<file path="src/rtl/div_iter_pkg.sv">
// Shared definitions for the iterative divider: datapath width and FSM state encoding.
package div_iter_pkg;

  localparam int DIV_WIDTH = 32;

  typedef enum logic [1:0] {
    DIV_IDLE = 2'd0,
    DIV_CALC = 2'd1,
    DIV_DONE = 2'd2
  } div_state_e;

endpackage

</file>
<file path="src/rtl/div_iter_if.sv">
// Start/done handshake between the EX stage and the iterative divider.
interface div_iter_if
  import div_iter_pkg::*;
#(
  parameter int WIDTH = DIV_WIDTH
);

  logic             start;
  logic             signed_div_i;
  logic [WIDTH-1:0] opdata1_div;
  logic [WIDTH-1:0] opdata2_div;
  logic             cancel;
  logic             busy;
  logic             done;
  logic [WIDTH-1:0] quotient;
  logic [WIDTH-1:0] remainder;

  modport master (
    output start, signed_div_i, opdata1_div, opdata2_div, cancel,
    input  busy, done, quotient, remainder
  );

  modport slave (
    input  start, signed_div_i, opdata1_div, opdata2_div, cancel,
    output busy, done, quotient, remainder
  );

endinterface

</file>
<file path="src/rtl/div_iter_step.sv">
// One radix-2 restoring division step on magnitudes: shift {r,q} left, keep r-d when it does not borrow.
module div_iter_step
  import div_iter_pkg::*;
#(
  parameter int WIDTH = DIV_WIDTH
) (
  input  logic [WIDTH-1:0] i_rem,
  input  logic [WIDTH-1:0] i_quo,
  input  logic [WIDTH-1:0] i_div,
  output logic [WIDTH-1:0] o_rem,
  output logic [WIDTH-1:0] o_quo
);

  logic [WIDTH:0] w_shift;
  logic [WIDTH:0] w_diff;
  logic           w_borrow;

  // The shifted remainder needs one extra bit; the top bit of the difference is the borrow.
  assign w_shift  = {i_rem, i_quo[WIDTH-1]};
  assign w_diff   = w_shift - {1'b0, i_div};
  assign w_borrow = w_diff[WIDTH];

  assign o_rem = w_borrow ? w_shift[WIDTH-1:0] : w_diff[WIDTH-1:0];
  assign o_quo = {i_quo[WIDTH-2:0], ~w_borrow};

endmodule

</file>
<file path="src/rtl/div_iter.sv">
// Multi-cycle integer divider (DIV/MOD, signed and unsigned) with start/done handshake and flush cancel.
module div_iter
  import div_iter_pkg::*;
#(
  parameter int WIDTH = DIV_WIDTH
) (
  input  logic      clk,
  input  logic      reset,
  div_iter_if.slave bus
);

  localparam int CNT_W = $clog2(WIDTH);

  div_state_e       r_state;
  div_state_e       w_state_nxt;
  logic [CNT_W-1:0] r_cnt;
  logic [WIDTH-1:0] r_rem;
  logic [WIDTH-1:0] r_quo;
  logic [WIDTH-1:0] r_div;
  logic             r_q_neg;
  logic             r_r_neg;
  logic [WIDTH-1:0] r_quotient;
  logic [WIDTH-1:0] r_remainder;

  logic             w_accept;
  logic             w_div_zero;
  logic             w_last;
  logic [WIDTH-1:0] w_a_mag;
  logic [WIDTH-1:0] w_b_mag;
  logic [WIDTH-1:0] w_rem_nxt;
  logic [WIDTH-1:0] w_quo_nxt;
  logic [WIDTH-1:0] w_q_fix;
  logic [WIDTH-1:0] w_r_fix;
  logic             w_busy;
  logic             w_done;

  assign w_accept   = bus.start & ~bus.cancel & (r_state == DIV_IDLE);
  assign w_div_zero = (bus.opdata2_div == {WIDTH{1'b0}});
  assign w_last     = (r_cnt == CNT_W'(WIDTH - 1));

  // 0x80000000 negates to itself, which is exactly its unsigned magnitude 2^31.
  assign w_a_mag = (bus.signed_div_i & bus.opdata1_div[WIDTH-1]) ? (~bus.opdata1_div + WIDTH'(1))
                                                                 : bus.opdata1_div;
  assign w_b_mag = (bus.signed_div_i & bus.opdata2_div[WIDTH-1]) ? (~bus.opdata2_div + WIDTH'(1))
                                                                 : bus.opdata2_div;

  div_iter_step #(.WIDTH(WIDTH)) u_step (
    .i_rem (r_rem),
    .i_quo (r_quo),
    .i_div (r_div),
    .o_rem (w_rem_nxt),
    .o_quo (w_quo_nxt)
  );

  assign w_q_fix = r_q_neg ? (~w_quo_nxt + WIDTH'(1)) : w_quo_nxt;
  assign w_r_fix = r_r_neg ? (~w_rem_nxt + WIDTH'(1)) : w_rem_nxt;

  always_ff @(posedge clk or posedge reset) begin
    if (reset) begin
      r_state <= DIV_IDLE;
    end else begin
      r_state <= w_state_nxt;
    end
  end

  always_comb begin
    w_state_nxt = r_state;
    case (r_state)
      DIV_IDLE: begin
        if (w_accept) begin
          w_state_nxt = w_div_zero ? DIV_DONE : DIV_CALC;
        end else begin
          w_state_nxt = DIV_IDLE;
        end
      end
      DIV_CALC: begin
        if (bus.cancel) begin
          w_state_nxt = DIV_IDLE;
        end else if (w_last) begin
          w_state_nxt = DIV_DONE;
        end else begin
          w_state_nxt = DIV_CALC;
        end
      end
      DIV_DONE: w_state_nxt = DIV_IDLE;
      default:  w_state_nxt = DIV_IDLE;
    endcase
  end

  always_comb begin
    w_busy = 1'b0;
    w_done = 1'b0;
    case (r_state)
      DIV_CALC: w_busy = 1'b1;
      DIV_DONE: begin
        w_busy = 1'b1;
        w_done = 1'b1;
      end
      default: begin
        w_busy = 1'b0;
        w_done = 1'b0;
      end
    endcase
  end

  // Operand latching, iteration and result registers; results move only on an edge into DONE.
  always_ff @(posedge clk or posedge reset) begin
    if (reset) begin
      r_cnt       <= {CNT_W{1'b0}};
      r_rem       <= {WIDTH{1'b0}};
      r_quo       <= {WIDTH{1'b0}};
      r_div       <= {WIDTH{1'b0}};
      r_q_neg     <= 1'b0;
      r_r_neg     <= 1'b0;
      r_quotient  <= {WIDTH{1'b0}};
      r_remainder <= {WIDTH{1'b0}};
    end else begin
      case (r_state)
        DIV_IDLE: begin
          if (w_accept) begin
            r_cnt   <= {CNT_W{1'b0}};
            r_rem   <= {WIDTH{1'b0}};
            r_quo   <= w_a_mag;
            r_div   <= w_b_mag;
            r_q_neg <= bus.signed_div_i & (bus.opdata1_div[WIDTH-1] ^ bus.opdata2_div[WIDTH-1]);
            r_r_neg <= bus.signed_div_i & bus.opdata1_div[WIDTH-1];
            if (w_div_zero) begin
              r_quotient  <= {WIDTH{1'b1}};
              r_remainder <= bus.opdata1_div;
            end
          end
        end
        DIV_CALC: begin
          if (!bus.cancel) begin
            r_rem <= w_rem_nxt;
            r_quo <= w_quo_nxt;
            r_cnt <= r_cnt + CNT_W'(1);
            if (w_last) begin
              r_quotient  <= w_q_fix;
              r_remainder <= w_r_fix;
            end
          end
        end
        default: begin
          r_cnt <= r_cnt;
        end
      endcase
    end
  end

  assign bus.busy      = w_busy;
  assign bus.done      = w_done;
  assign bus.quotient  = r_quotient;
  assign bus.remainder = r_remainder;

endmodule
</file>
<file path="src/flat_wrapper.sv">
// flat-port wrapper written by rule: the top's interface ports become plain ports
module div_iter_flat import div_iter_pkg::*;
#(
  parameter int WIDTH = DIV_WIDTH
)
  (clk, reset, bus_start, bus_signed_div_i, bus_opdata1_div, bus_opdata2_div, bus_cancel, bus_busy, bus_done, bus_quotient, bus_remainder);
  div_iter_if #(.WIDTH(WIDTH)) bus_i ();
  input  logic clk;
  input  logic reset;
  input wire logic [$bits(bus_i.start)-1:0] bus_start;
  input wire logic [$bits(bus_i.signed_div_i)-1:0] bus_signed_div_i;
  input wire logic [$bits(bus_i.opdata1_div)-1:0] bus_opdata1_div;
  input wire logic [$bits(bus_i.opdata2_div)-1:0] bus_opdata2_div;
  input wire logic [$bits(bus_i.cancel)-1:0] bus_cancel;
  output wire logic [$bits(bus_i.busy)-1:0] bus_busy;
  output wire logic [$bits(bus_i.done)-1:0] bus_done;
  output wire logic [$bits(bus_i.quotient)-1:0] bus_quotient;
  output wire logic [$bits(bus_i.remainder)-1:0] bus_remainder;
  assign bus_i.start = bus_start;
  assign bus_i.signed_div_i = bus_signed_div_i;
  assign bus_i.opdata1_div = bus_opdata1_div;
  assign bus_i.opdata2_div = bus_opdata2_div;
  assign bus_i.cancel = bus_cancel;
  assign bus_busy = bus_i.busy;
  assign bus_done = bus_i.done;
  assign bus_quotient = bus_i.quotient;
  assign bus_remainder = bus_i.remainder;
  div_iter #(.WIDTH(WIDTH)) u_core (.clk(clk), .reset(reset), .bus(bus_i));
endmodule
</file>
<file path="config.mk">
export PLATFORM = sky130hd
export DESIGN_NAME = div_iter_flat
export DESIGN_NICKNAME = d
export VERILOG_FILES = /design/src/rtl/div_iter_pkg.sv /design/src/rtl/div_iter_if.sv /design/src/rtl/div_iter_step.sv /design/src/rtl/div_iter.sv /design/src/flat_wrapper.sv
export SDC_FILE = /design/constraint.sdc
export NUM_CORES = 1
export LEC_CHECK = 0
export CAP_MARGIN = 20
export CORE_UTILIZATION = 30
export CTS_CLUSTER_DIAMETER = 40
export CTS_CLUSTER_SIZE = 14
export DETAILED_ROUTE_END_ITERATION = 10
export GPL_TIMING_DRIVEN = 0
export PLACE_DENSITY_LB_ADDON = 0.2
export SYNTH_ARGS = -nofsm -noshare
export SYNTH_HDL_FRONTEND = slang
export SYNTH_SLANG_ARGS = --single-unit
</file>
<file path="constraint.sdc">
create_clock -name clk -period 11.9 [get_ports clk]
set_input_delay 2.38 -clock clk [delete_from_list [all_inputs] [get_ports clk]]
set_output_delay 2.38 -clock clk [all_outputs]
set_load 0.02 [all_outputs]
</file>
==> impl_metrics.ini <==
[outcome]
outcome = finished, final reports clean

[logic_synthesis]
synth_nets = 1648
synth_cell_types = 87
synth_edf_count = 0
synth_seq_area_share = 0.339
yosys_warnings = 0
yosys_most_used_dff = dfrtp_1
syn_area_per_cell_um2 = 8.13
async_flop_share = 1.00
synth_area_um2 = 12500
ys_seq_elements = 169
syn-instance-count = 1537

[drt]
dr.pass1.iters = 5
drt-initial-drc-count = 881
drc = 0
ant_nets = 0
viasPerCell = 5.28
wl_per_cell_um = 19.2
num_vias = 11800
wirelength_um = 42900

[job]
drv_cap = 0

[clocking]
clk_pin_slew_ns = 0.07
cts_root_buffer = clkbuf_16
cts_sinks = 169
cts-resized-gates = 0
cts_tree = yes
cts_buffer_depth = 2
ctsHtreeMaxLevel = 4
cts_hold_buf = 0
cts_buffers = 17
post_cts_buffers = 0
worstSkewPairLatency_ns = 0.45

[final_layout]
antenna_cells = 0
layout_commonest_cell = nand2_1
final_cell_mix = nand2_1, o21ai_0, dfrtp_1
fin_util = 0.370
area_growth_pct = 21.4
layout-drive-gt1-share = 0.0604
nNetsFinal = 1802
fillers = 4323

[placed_design]
dp_hpwl_um = 34100
io_buffer_count = 134
finalWeightedCongestion = 0.924

[timing]
tightest_slew_ns = 0.903
max_freq_mhz = 145
slew_violations = 0
finalCritPeriodShare = 0.580
fin_skew_ns = 0.0127
fin_crit_ns = 6.91
rsz0062_at_grt = no
slew_headroom = 0.383
hold_violations = 0
fin_setup_tns_ns = 0
setup_viol = 0

[global_route]
grt_pass1_vias = 11500
grt_overflow = 0
grt_max_degree = 86
antenna_found_initial = 0
grt_pass1_wl_um = 66000
grt_usage = 0.204

[die]
num_rows = 74
core-area_um2 = 40900
initial_core_util = 0.305
die_y_um = 206
pin_count = 135
die-width_um = 206
die-area_um2 = 42400

[critical_path]
cp_data_arrival_time_ns = 7.24
crit_path_end_kind = flop
cp_data_required_time_ns = 12.23
crit_type = flop to flop
start_kind = flop
critical_path_peak_fanout = 10

[power]
pwr-share-comb = 0.641
leakage_nw = 6.22
clkPwrFrac = 0.141
vdd_drop_max_mv = 0.148
seqPwrFrac = 0.218
power.internal_mw = 2.17
power_mw = 4.37
p_per_area_nw_per_um2 = 288
p_sw_frac = 0.503
p_sw_mw = 2.20

[hold_path]
hp-class = flop to flop
-- per-stage QoR --
stage	hold slack (ns)	std cells	setup slack, ns	instance area [um^2]
after floorplan	0.450	1537	4.94	12500
after global placement	0.465	2203	2.30	14500
after detailed placement	0.471	2204	5.06	14500
after CTS	0.489	2236	5.03	15200
after global routing	0.512	2236	4.67	15200
final	0.482	2236	4.99	15200
-- power by group through the flow --
stage | logic (mW) | clock network, mW | registers, mW
after floorplan | 1.85 | 0 | 0.982
after global placement | 2.74 | 0 | 0.957
after detailed placement | 2.76 | 0 | 0.960
after CTS | 2.77 | 0.627 | 0.949
after global routing | 3.04 | 0.651 | 0.975
final | 2.80 | 0.615 | 0.954
-- worst paths after layout --
path / endpoint / slack [ns] / startpoint / cells past startpoint
max in group asynchronous: u_core.r_rem[11] / 8.59 / reset / 3
max: u_core.bus.remainder[28] / 4.99 / u_core.r_quo[31] / 25
min in group asynchronous: u_core.bus.quotient[4] / 2.43 / reset / 2
min: u_core.r_div[18] / 0.48 / u_core.r_div[18] / 2
max reg2reg: u_core.bus.remainder[28] / 4.99 / u_core.r_quo[31] / 25
min reg2reg: u_core.r_div[18] / 0.48 / u_core.r_div[18] / 2
-- cell type report --
class	count	area, um^2	share of cell area
multi-input combinational	1221	7590	0.501
inverter	66	255	0.0168
clock buffer	19	443	0.0292
clock inverter	13	184	0.0121
timing repair buffer	135	1370	0.0903
tap	532	666	0.0439
buffer	81	424	0.0280
sequential	169	4230	0.279
-- cells in the mapped netlist, types with 18 or more instances --
cell type | n | area share
a21oi_1 | 146 | 0.059
clkbuf_1 | 45 | 0.014
dfrtp_1 | 169 | 0.34
ha_1 | 41 | 0.041
inv_1 | 65 | 0.020
mux2i_1 | 46 | 0.037
nand2_1 | 197 | 0.059
nand3_1 | 23 | 0.0092
nor2_1 | 132 | 0.040
nor3_1 | 26 | 0.010
o21ai_0 | 177 | 0.071
o31ai_1 | 18 | 0.011
or3_1 | 22 | 0.011
xnor2_1 | 69 | 0.048
xor2_1 | 63 | 0.044
-- flip-flops by register name, indices dropped and copies added (netlist names), 2 cells and up --
register              count
u_core.bus.quotient      32
u_core.bus.remainder     32
u_core.r_cnt              5
u_core.r_div             32
u_core.r_quo             32
u_core.r_rem             32
u_core.r_state            2
-- critical path, cell delays in order, from the launching register on --
cell,delay [ns]
dfrtp_1,0.49
inv_1,0.10
ha_1,0.17
inv_1,0.06
fa_1,0.42
nand3_1,0.13
a21oi_2,0.10
o21ai_2,0.25
a21oi_2,0.15
a211oi_4,0.69
nand2_4,0.11
inv_2,0.24
buf_6,0.21
buf_6,0.19
clkbuf_1,0.71
o21ai_0,0.28
inv_1,0.13
ha_1,0.21
nand2_1,0.10
or4_1,0.54
nand4b_1,0.18
mux2_4,0.34
or2_4,0.29
o21a_1,0.20
xnor2_1,0.14
a221o_1,0.33
-- cell families (layout without fill, tap and decap cells) --
family	count (synthesis)	count (layout)	synth area share
compound gates	492	492	0.245
xor+xnor	132	132	0.0926
fa+ha+maj	42	42	0.0427
buf+inv	147	314	0.0538
flops	169	169	0.339
mux	50	50	0.0408
simple gates	505	505	0.186
-- routing by layer --
| metal | GRT usage | vias to the layer above | routed length, um |
|---|---|---|---|
| li1 | - | 5780 | - |
| met1 | 0.267 | 5621 | 19600 |
| met2 | 0.345 | 347 | 20400 |
| met3 | 0.0298 | 58 | 2060 |
| met4 | 0.0601 | 0 | 913 |
| met5 | 0 | - | 0 |
No activity file was read; power rests on OpenSTA's default activity.
